## config.mk

```make
export PLATFORM = sky130hd
export DESIGN_NAME = disp_scan_capture_flat
export DESIGN_NICKNAME = d
export VERILOG_FILES = /design/src/rtl/disp_scan_capture_if.sv /design/src/rtl/disp_scan_capture.sv /design/src/flat_wrapper.sv
export SDC_FILE = /design/constraint.sdc
export NUM_CORES = 1
export LEC_CHECK = 0
export BUFFER_PORTS_ARGS = -buffer_cell sky130_fd_sc_hd__clkbuf_2
export CAP_MARGIN = 20
export CORE_MARGIN = 2
export CORE_UTILIZATION = 42
export CTS_CLUSTER_DIAMETER = 30
export CTS_CLUSTER_SIZE = 24
export DETAILED_ROUTE_END_ITERATION = 6
export RECOVER_POWER = 25
export SLEW_MARGIN = 20
export SYNTH_ARGS = -nofsm -noshare
export SYNTH_HDL_FRONTEND = slang
export SYNTH_SLANG_ARGS = --single-unit
```

## constraint.sdc

```tcl
create_clock -name clk -period 3 [get_ports clk]
set_input_delay 0.3 -clock clk [delete_from_list [all_inputs] [get_ports clk]]
set_output_delay 0.3 -clock clk [all_outputs]
set_load 0.05 [all_outputs]
```

## src/rtl/disp_scan_capture_if.sv

```systemverilog
// Scan-bus and readback signals shared by the capture block and whatever drives the pins.
interface disp_scan_capture_if;
    logic [7:0] an;
    logic [7:0] sseg;
    logic [7:0] out0;
    logic [7:0] out1;
    logic [7:0] out2;
    logic [7:0] out3;
    logic       frame_valid;
    logic [3:0] digit_seen;
    logic [7:0] err_count;
    logic       stale;

    modport master (
        output an, sseg,
        input  out0, out1, out2, out3, frame_valid, digit_seen, err_count, stale
    );

    modport slave (
        input  an, sseg,
        output out0, out1, out2, out3, frame_valid, digit_seen, err_count, stale
    );
endinterface

```

## src/rtl/disp_scan_capture.sv

```systemverilog
// Passive seven-segment scan monitor: dwell-filters the anode/segment bus and
// reassembles the four scanned digit patterns into coherent frames.
module disp_scan_capture #(
    parameter int STABLE_CYCLES  = 4,
    parameter int TIMEOUT_CYCLES = 1_000_000
) (
    input logic                clk,
    input logic                reset,
    disp_scan_capture_if.slave bus
);
    localparam int              TW     = $clog2(TIMEOUT_CYCLES + 1);
    localparam logic [7:0]      STABLE = 8'(STABLE_CYCLES);
    localparam logic [TW-1:0]   TLIM   = TW'(TIMEOUT_CYCLES);

    logic [7:0]    s_an;
    logic [7:0]    s_seg;
    logic [7:0]    run_cnt;
    logic [7:0]    run_nxt;
    logic          accept;
    logic [7:0]    staging [4];
    logic [7:0]    out_r   [4];
    logic [3:0]    digit_seen;
    logic [3:0]    seen_nxt;
    logic [7:0]    err_count;
    logic [TW-1:0] tcnt;
    logic [TW-1:0] tcnt_inc;
    logic          stale;
    logic          frame_valid;
    logic          legal;
    logic          blank;
    logic [1:0]    k;

    // The first sample after reset or after any change counts as a run of one.
    always_comb begin
        run_nxt = run_cnt;
        if ({bus.an, bus.sseg} != {s_an, s_seg})
            run_nxt = 8'd1;
        else if (run_cnt != STABLE)
            run_nxt = run_cnt + 8'd1;
    end

    always_comb begin
        legal = 1'b0;
        k     = 2'd0;
        if (s_an[7:4] == 4'hF) begin
            case (s_an[3:0])
                4'hE:    begin legal = 1'b1; k = 2'd0; end
                4'hD:    begin legal = 1'b1; k = 2'd1; end
                4'hB:    begin legal = 1'b1; k = 2'd2; end
                4'h7:    begin legal = 1'b1; k = 2'd3; end
                default: begin legal = 1'b0; k = 2'd0; end
            endcase
        end
    end

    assign blank    = (s_an == 8'hFF);
    assign seen_nxt = digit_seen | (4'b0001 << k);
    assign tcnt_inc = (tcnt == TLIM) ? tcnt : tcnt + TW'(1);

    always_ff @(posedge clk) begin
        if (!reset) begin
            s_an        <= 8'hFF;
            s_seg       <= 8'hFF;
            run_cnt     <= 8'd0;
            accept      <= 1'b0;
            digit_seen  <= 4'd0;
            err_count   <= 8'd0;
            tcnt        <= '0;
            stale       <= 1'b0;
            frame_valid <= 1'b0;
            for (int i = 0; i < 4; i++) begin
                staging[i] <= 8'hFF;
                out_r[i]   <= 8'hFF;
            end
        end else begin
            s_an        <= bus.an;
            s_seg       <= bus.sseg;
            run_cnt     <= run_nxt;
            // One pulse per dwell: only the transition into saturation fires.
            accept      <= (run_nxt == STABLE) && (run_cnt != STABLE);
            frame_valid <= 1'b0;
            if (accept && legal) begin
                staging[k] <= s_seg;
                tcnt       <= '0;
                if (&seen_nxt) begin
                    // The digit completing the frame is bypassed straight into the outputs.
                    for (int i = 0; i < 4; i++)
                        out_r[i] <= (k == 2'(i)) ? s_seg : staging[i];
                    frame_valid <= 1'b1;
                    digit_seen  <= 4'd0;
                    stale       <= 1'b0;
                end else begin
                    digit_seen <= seen_nxt;
                end
            end else begin
                tcnt <= tcnt_inc;
                if (tcnt_inc == TLIM)
                    stale <= 1'b1;
                if (accept && !blank && (err_count != 8'hFF))
                    err_count <= err_count + 8'd1;
            end
        end
    end

    assign bus.out0        = out_r[0];
    assign bus.out1        = out_r[1];
    assign bus.out2        = out_r[2];
    assign bus.out3        = out_r[3];
    assign bus.frame_valid = frame_valid;
    assign bus.digit_seen  = digit_seen;
    assign bus.err_count   = err_count;
    assign bus.stale       = stale;
endmodule

```

## src/flat_wrapper.sv

```systemverilog
// flat-port wrapper written by rule: the top's interface ports become plain ports
module disp_scan_capture_flat 
#(
    parameter int STABLE_CYCLES  = 4,
    parameter int TIMEOUT_CYCLES = 1_000_000
)
  (clk, reset, bus_an, bus_sseg, bus_out0, bus_out1, bus_out2, bus_out3, bus_frame_valid, bus_digit_seen, bus_err_count, bus_stale);
  disp_scan_capture_if bus_i ();
  input logic clk;
  input logic reset;
  input wire logic [$bits(bus_i.an)-1:0] bus_an;
  input wire logic [$bits(bus_i.sseg)-1:0] bus_sseg;
  output wire logic [$bits(bus_i.out0)-1:0] bus_out0;
  output wire logic [$bits(bus_i.out1)-1:0] bus_out1;
  output wire logic [$bits(bus_i.out2)-1:0] bus_out2;
  output wire logic [$bits(bus_i.out3)-1:0] bus_out3;
  output wire logic [$bits(bus_i.frame_valid)-1:0] bus_frame_valid;
  output wire logic [$bits(bus_i.digit_seen)-1:0] bus_digit_seen;
  output wire logic [$bits(bus_i.err_count)-1:0] bus_err_count;
  output wire logic [$bits(bus_i.stale)-1:0] bus_stale;
  assign bus_i.an = bus_an;
  assign bus_i.sseg = bus_sseg;
  assign bus_out0 = bus_i.out0;
  assign bus_out1 = bus_i.out1;
  assign bus_out2 = bus_i.out2;
  assign bus_out3 = bus_i.out3;
  assign bus_frame_valid = bus_i.frame_valid;
  assign bus_digit_seen = bus_i.digit_seen;
  assign bus_err_count = bus_i.err_count;
  assign bus_stale = bus_i.stale;
  disp_scan_capture #(.STABLE_CYCLES(STABLE_CYCLES), .TIMEOUT_CYCLES(TIMEOUT_CYCLES)) u_core (.clk(clk), .reset(reset), .bus(bus_i));
endmodule
```

After elaboration in Yosys (flattened, before gate mapping)
Memory sizes are Yosys's and may differ from the RTL's.
Index checks and enable logic that the tools add are counted.
{"block": "totals", "elab_cells": 81, "n_memories": 2, "ram_bits": 64, "register_bits": 59}
{"name": "u_core.out_r", "depth": 4, "word_bits": 8, "rd": 4, "rd_clocked_by_memory_dff": 0, "write_ports": 4, "line_no": "disp_scan_capture.sv:21", "rtl": "logic [7:0] out_r [4];"}
{"name": "u_core.staging", "depth": 4, "word_bits": 8, "rd": 4, "rd_clocked_by_memory_dff": 0, "write_ports": 4, "line_no": "disp_scan_capture.sv:20", "rtl": "logic [7:0] staging [4];"}
{"block": "classes", "shift": 1, "n_bitwise": 7, "n_eq_ne": 16, "mux": 30, "addsub": 3, "n_reduce_logical": 13}
{"cell": "8-bit two-way mux", "n": 11}
{"cell": "20-bit == test (second input constant)", "n": 2}
{"cell": "20-bit by 1-bit adder with 20-bit output (second input constant)", "n": 1}
{"cell": "20-bit two-way mux", "n": 1}
{"cell": "8-bit by 1-bit adder with 8-bit output (second input constant)", "n": 2}
{"cell": "4-bit == test (second input constant)", "n": 4}
{"cell": "16-bit inequality test", "n": 1}
{"cell": "1-bit two-way mux", "n": 14}
{"cell": "8-bit by 3-bit == test with 1-bit output (second input constant)", "n": 1}
{"cell": "8-bit == test (second input constant)", "n": 1}
{"cell": "8-bit by 3-bit inequality test with 1-bit output (second input constant)", "n": 1}
{"cell": "8-bit inequality test (second input constant)", "n": 1}
{"cell": "8-bit OR reduction", "n": 1}
{"cell": "2-bit case mux with 3 select lines", "n": 1}
{"cell": "2-bit == test (second input constant)", "n": 2}
{"cell": "4-bit by 3-bit == test with 1-bit output (second input constant)", "n": 1}
{"cell": "1-bit logical AND", "n": 4}
{"cell": "2-bit two-way mux", "n": 2}
{"cell": "4-bit two-way mux", "n": 1}
{"cell": "1-bit bitwise OR", "n": 4}
{"cell": "4-bit bitwise OR", "n": 1}
{"cell": "2-bit AND reduction", "n": 2}
{"cell": "4-bit AND reduction", "n": 1}
{"cell": "4-bit OR reduction", "n": 1}
{"cell": "other kinds (8)", "n": 9}

Depth between registers and ports, before layout
{"block": "logic_depth", "word_depth": 11, "ltp_mapped": 9}

Worst setup path before layout
Ideal clock, no wire load.
{"block": "synth_timing", "path_type": "reg2reg", "startpoint": "register u_core.s_an[0]", "endpoint": "register u_core.stale (netlist: u_core.bus.stale)", "setup_slack_ns": 0.851, "required_ns": 2.880, "arrival_ns": 2.028, "path_buffers": 1, "synth_period_minus_slack_ns": 2.149, "setup_time_ns": 0.120, "path_stages_with_launch": 7, "cell_sequence": "dfxtp_1 > clkbuf_1 > nor4b_4 > o32a_1 > a31o_2 > nand2b_1 > o31ai_2"}
{"block": "synth_via", "elab_chain_len": 8}
{"item": "start, declared", "line_no": "disp_scan_capture.sv:15", "rtl": "logic [7:0] s_an;"}
{"item": "start signal, assigned", "line_no": "disp_scan_capture.sv:76", "rtl": "s_an <= bus.an;"}
{"item": "4-bit by 3-bit == test with 1-bit output / 4-bit == test (equally long branches)", "line_no": "disp_scan_capture.sv:46", "rtl": "case (s_an[3:0])"}
{"item": "2-bit case mux with 3 select lines", "line_no": "disp_scan_capture.sv:46"}
{"item": "2-bit two-way mux", "line_no": "disp_scan_capture.sv:45", "rtl": "if (s_an[7:4] == 4'hF) begin"}
{"item": "1-bit by 2-bit left shift with 4-bit output", "line_no": "disp_scan_capture.sv:57", "rtl": "assign seen_nxt = digit_seen | (4'b0001 << k);"}
{"item": "4-bit bitwise OR", "line_no": "disp_scan_capture.sv:57"}
{"item": "4-bit AND reduction", "line_no": "disp_scan_capture.sv:85", "rtl": "if (&seen_nxt) begin"}
{"item": "2-bit inequality test (no source line)"}
{"item": "2-bit AND reduction (no source line)"}
{"item": "end signal, assigned", "line_no": "disp_scan_capture.sv:69", "rtl": "stale <= 1'b0;"}
{"item": "end signal, assigned", "line_no": "disp_scan_capture.sv:91", "rtl": "stale <= 1'b0;"}
{"item": "end signal, assigned", "line_no": "disp_scan_capture.sv:98", "rtl": "stale <= 1'b1;"}
{"item": "end, declared", "line_no": "disp_scan_capture.sv:27", "rtl": "logic stale;"}
Parallel ways exist; a longest one is shown, timed or not.
A chain may end at the register's enable or synchronous reset.

==> results.md <==
* RSZ-0062 raised after global routing: false
* Critical Path RT at 3.16 ns
* GRT met1 Usage at 25.1%
* Vias per inst at 5.11
* Reg clk slew, reported paths at 0.05 ns
* Initial Utilization at 42.5%
* Antenna viol nets, final at 0
* Die X-Extent at 119 um
* H-Tree Depth at 4
* Gr ovfl total at 0
* Clock root buffer: clkbuf_16
* Critical Path, Cell by Cell: xor2_1, nand3_1, a31oi_1, nand2_2, nor2_4, buf_12, nand3_1
* Most frequent cells in the layout: 113 x nand2_1, 64 x edfxtp_1, 59 x dfxtp_1
* Number of antenna violations at the first check in global routing at 0
* Worst-margin pin slew at 1.02 ns
* Syn_nets at 580
* Post-CTS Hold Buffers at 0
* Site row count at 42
* Place WS at 0.471 ns
* # port buffers at 63
* Syn_area_per_cell at 9.98 um^2
* Post-Syn Instances at 557
* Final setup viols at 0
* LEAKAGE at 2.21 nW
* Largest net degree at the start of global routing at 21
* Post-synthesis sequential area ratio at 55.8%
* Worst Min Path Start: bus_an[3]
* Final Routed Wirelength at 12500 um
* Clk sinks at 123
* Worst EP arrival at 2.74 ns
* Slew Limit Fails at 0
* Yosys warnings at 0
* Post-CTS Resized at 0
* Max Root-Sink Buffers at 2
* Ratio of cells with drive above 1 in the final layout at 11.5%
* DR vias at 4138
* Cells on worst reg2reg path at 7
* Grt met3 use at 4.31%
* Nets@finish at 644
* Placer Congestion at 0.845
* Number of top-level pins at 64
* Met2 Use GR at 28.2%
* Crit start category: flop
* CP Class: reg -> reg
* Starting DRT DRC Count at 304
* Worst-Skew Late Latency at 0.42 ns
* CTS tree: built
* # diodes at 0
* Commonest non-fill, non-tap cell in the layout: nand2_1
* Status: completed
* RR Startpoint: u_core.s_an[2]
* Tmin final at 2.59 ns
* # DRC at 0
* Reg2reg end: u_core.out_r[0][5]
* Netlist Area Pre-Place at 5560 um^2
* FMAX at 386 MHz
* Post-synth EDFFs at 64
* CP Capture Type: flop
* Number of iterations in the first detailed-routing pass at 6
* Final setup TNS at 0 ns
* Layout area overhead at 19.1%
* Number of setup buffers added after CTS at 0
* IR Drop Worst-Case VDD at 402 uV
* Worst-path maximum fanout at 17
* Yosys cell types at 57
* CP top delay family: simple AND/OR/NAND/NOR gates
* Crit-path slowest cell: dfxtp_1
* PwrDens at 620 nW/um^2
* Final period utilization at 86.3%
* Top_reg_cell synth: edfxtp_1
* Vias in the first global route at 4008
* Async S/R FF share, synth at 0%
* Core area at 13100 um^2
* Number of CTS-inserted buffers at 17
* Final HPWL DP at 8840 um
* Clock Skew at 0.00575 ns
* Fin worst setup slack at 0.412 ns
* HP Class: in -> reg
* DIE HEIGHT at 119 um
* GRT Total Usage at 18.4%
* Total power at 4.11 mW
* Flops & latches, synth at 123
* CP max stage delay at 0.51 ns
* Die Area at 14200 um^2
* CP dominant cell by count: nand3_1
* Final hold vios at 0
* Wire per inst at 15.5 um
* Register-to-register setup slack at 0.41 ns
* Max-slew headroom at 31.5%
* Hold path cells at 2
* First-pass GRT wire length at 20200 um
* WP buf/inv at 1
* Hold Path Sink: u_core.s_an[3]
* Gr busiest metal: met2
* Maxcap violations at 0
* Final core occ at 50.6%
per-layer routing:
metal	vias to the layer above	wire [um]
li1	2042	-
met1	1941	5790
met2	136	5630
met3	19	846
met4	0	249
met5	-	0
synth_stat cells (7+ instances only):
library cell / number / area, um^2
xnor2_1: 33 / 289
edfxtp_1: 64 / 1920
clkbuf_1: 10 / 37.5
dfxtp_1: 59 / 1180
and3_1: 7 / 43.8
nor3_1: 7 / 35.0
nand2b_1: 20 / 125
nand2_1: 113 / 424
a21oi_1: 12 / 60.1
nand4_1: 12 / 75.1
nand3_1: 54 / 270
inv_1: 16 / 60.1
buf_2: 10 / 50.1
xor2_1: 17 / 149
nor2_1: 50 / 188
how the worst max path moves through the flow:
stage / startpoint / to / depth (start not counted) / slack (ns)
finish: u_core.s_an[2] / u_core.out_r[0][5] / 7 / 0.41
global route: u_core.s_an[2] / u_core.out_r[0][6] / 7 / 0.17
CTS: u_core.s_an[2] / u_core.out_r[0][7] / 7 / 0.46
detailed placement: u_core.s_an[2] / u_core.out_r[0][7] / 7 / 0.47
global placement: u_core.s_an[2] / u_core.out_r[0][7] / 7 / 0.61
floorplan: u_core.s_an[0] / u_core.bus.stale / 6 / 0.85
cell type report:
class,instances,area (um^2)
fill,1214,6460
sequential,123,3100
multi-input combinational,391,2270
clock buffer,17,425
timing repair buffer,71,343
tap,176,220
clock inverter,15,196
inverter,17,63.8
where the power goes:
group	switching, mW	internal [mW]	total (mW)
logic	0.0938	0.0586	0.152
clock network	0.752	1.39	2.14
registers	0.0327	1.78	1.81
total	0.878	3.23	4.11
worst register-to-register path: stages, from the launching register on:
cell	delay, ns
dfxtp_1	0.51
xor2_1	0.23
nand3_1	0.13
a31oi_1	0.48
nand2_2	0.23
nor2_4	0.45
buf_12	0.21
nand3_1	0.09
logic make-up after synthesis:
family	Yosys count	share of synthesized area, %
fa+ha+maj	5	1.12
mux	5	0.900
simple gates	300	27.2
buf+inv	43	3.35
flops	123	55.8
xor+xnor	50	7.87
compound gates	31	3.80
flip-flops by register name, indices dropped and copies added, names as in the netlist:
register	flops
u_core.s_seg	8
u_core.out_r	32
u_core.accept	1
u_core.bus.digit_seen	4
u_core.bus.frame_valid	1
u_core.s_an	8
u_core.run_cnt	8
u_core.bus.stale	1
u_core.tcnt	20
u_core.bus.err_count	8
u_core.staging	32
stage by stage:
stage / hold WS, ns / instances / cell area (um^2)
after floorplan: 0.401 / 557 / 5560
after global placement: 0.500 / 778 / 6060
after detailed placement: 0.506 / 778 / 6060
after CTS: 0.0867 / 810 / 6680
after global routing: 0.105 / 810 / 6620
final: 0.0979 / 810 / 6620
No activity file was read; power rests on OpenSTA's default activity.
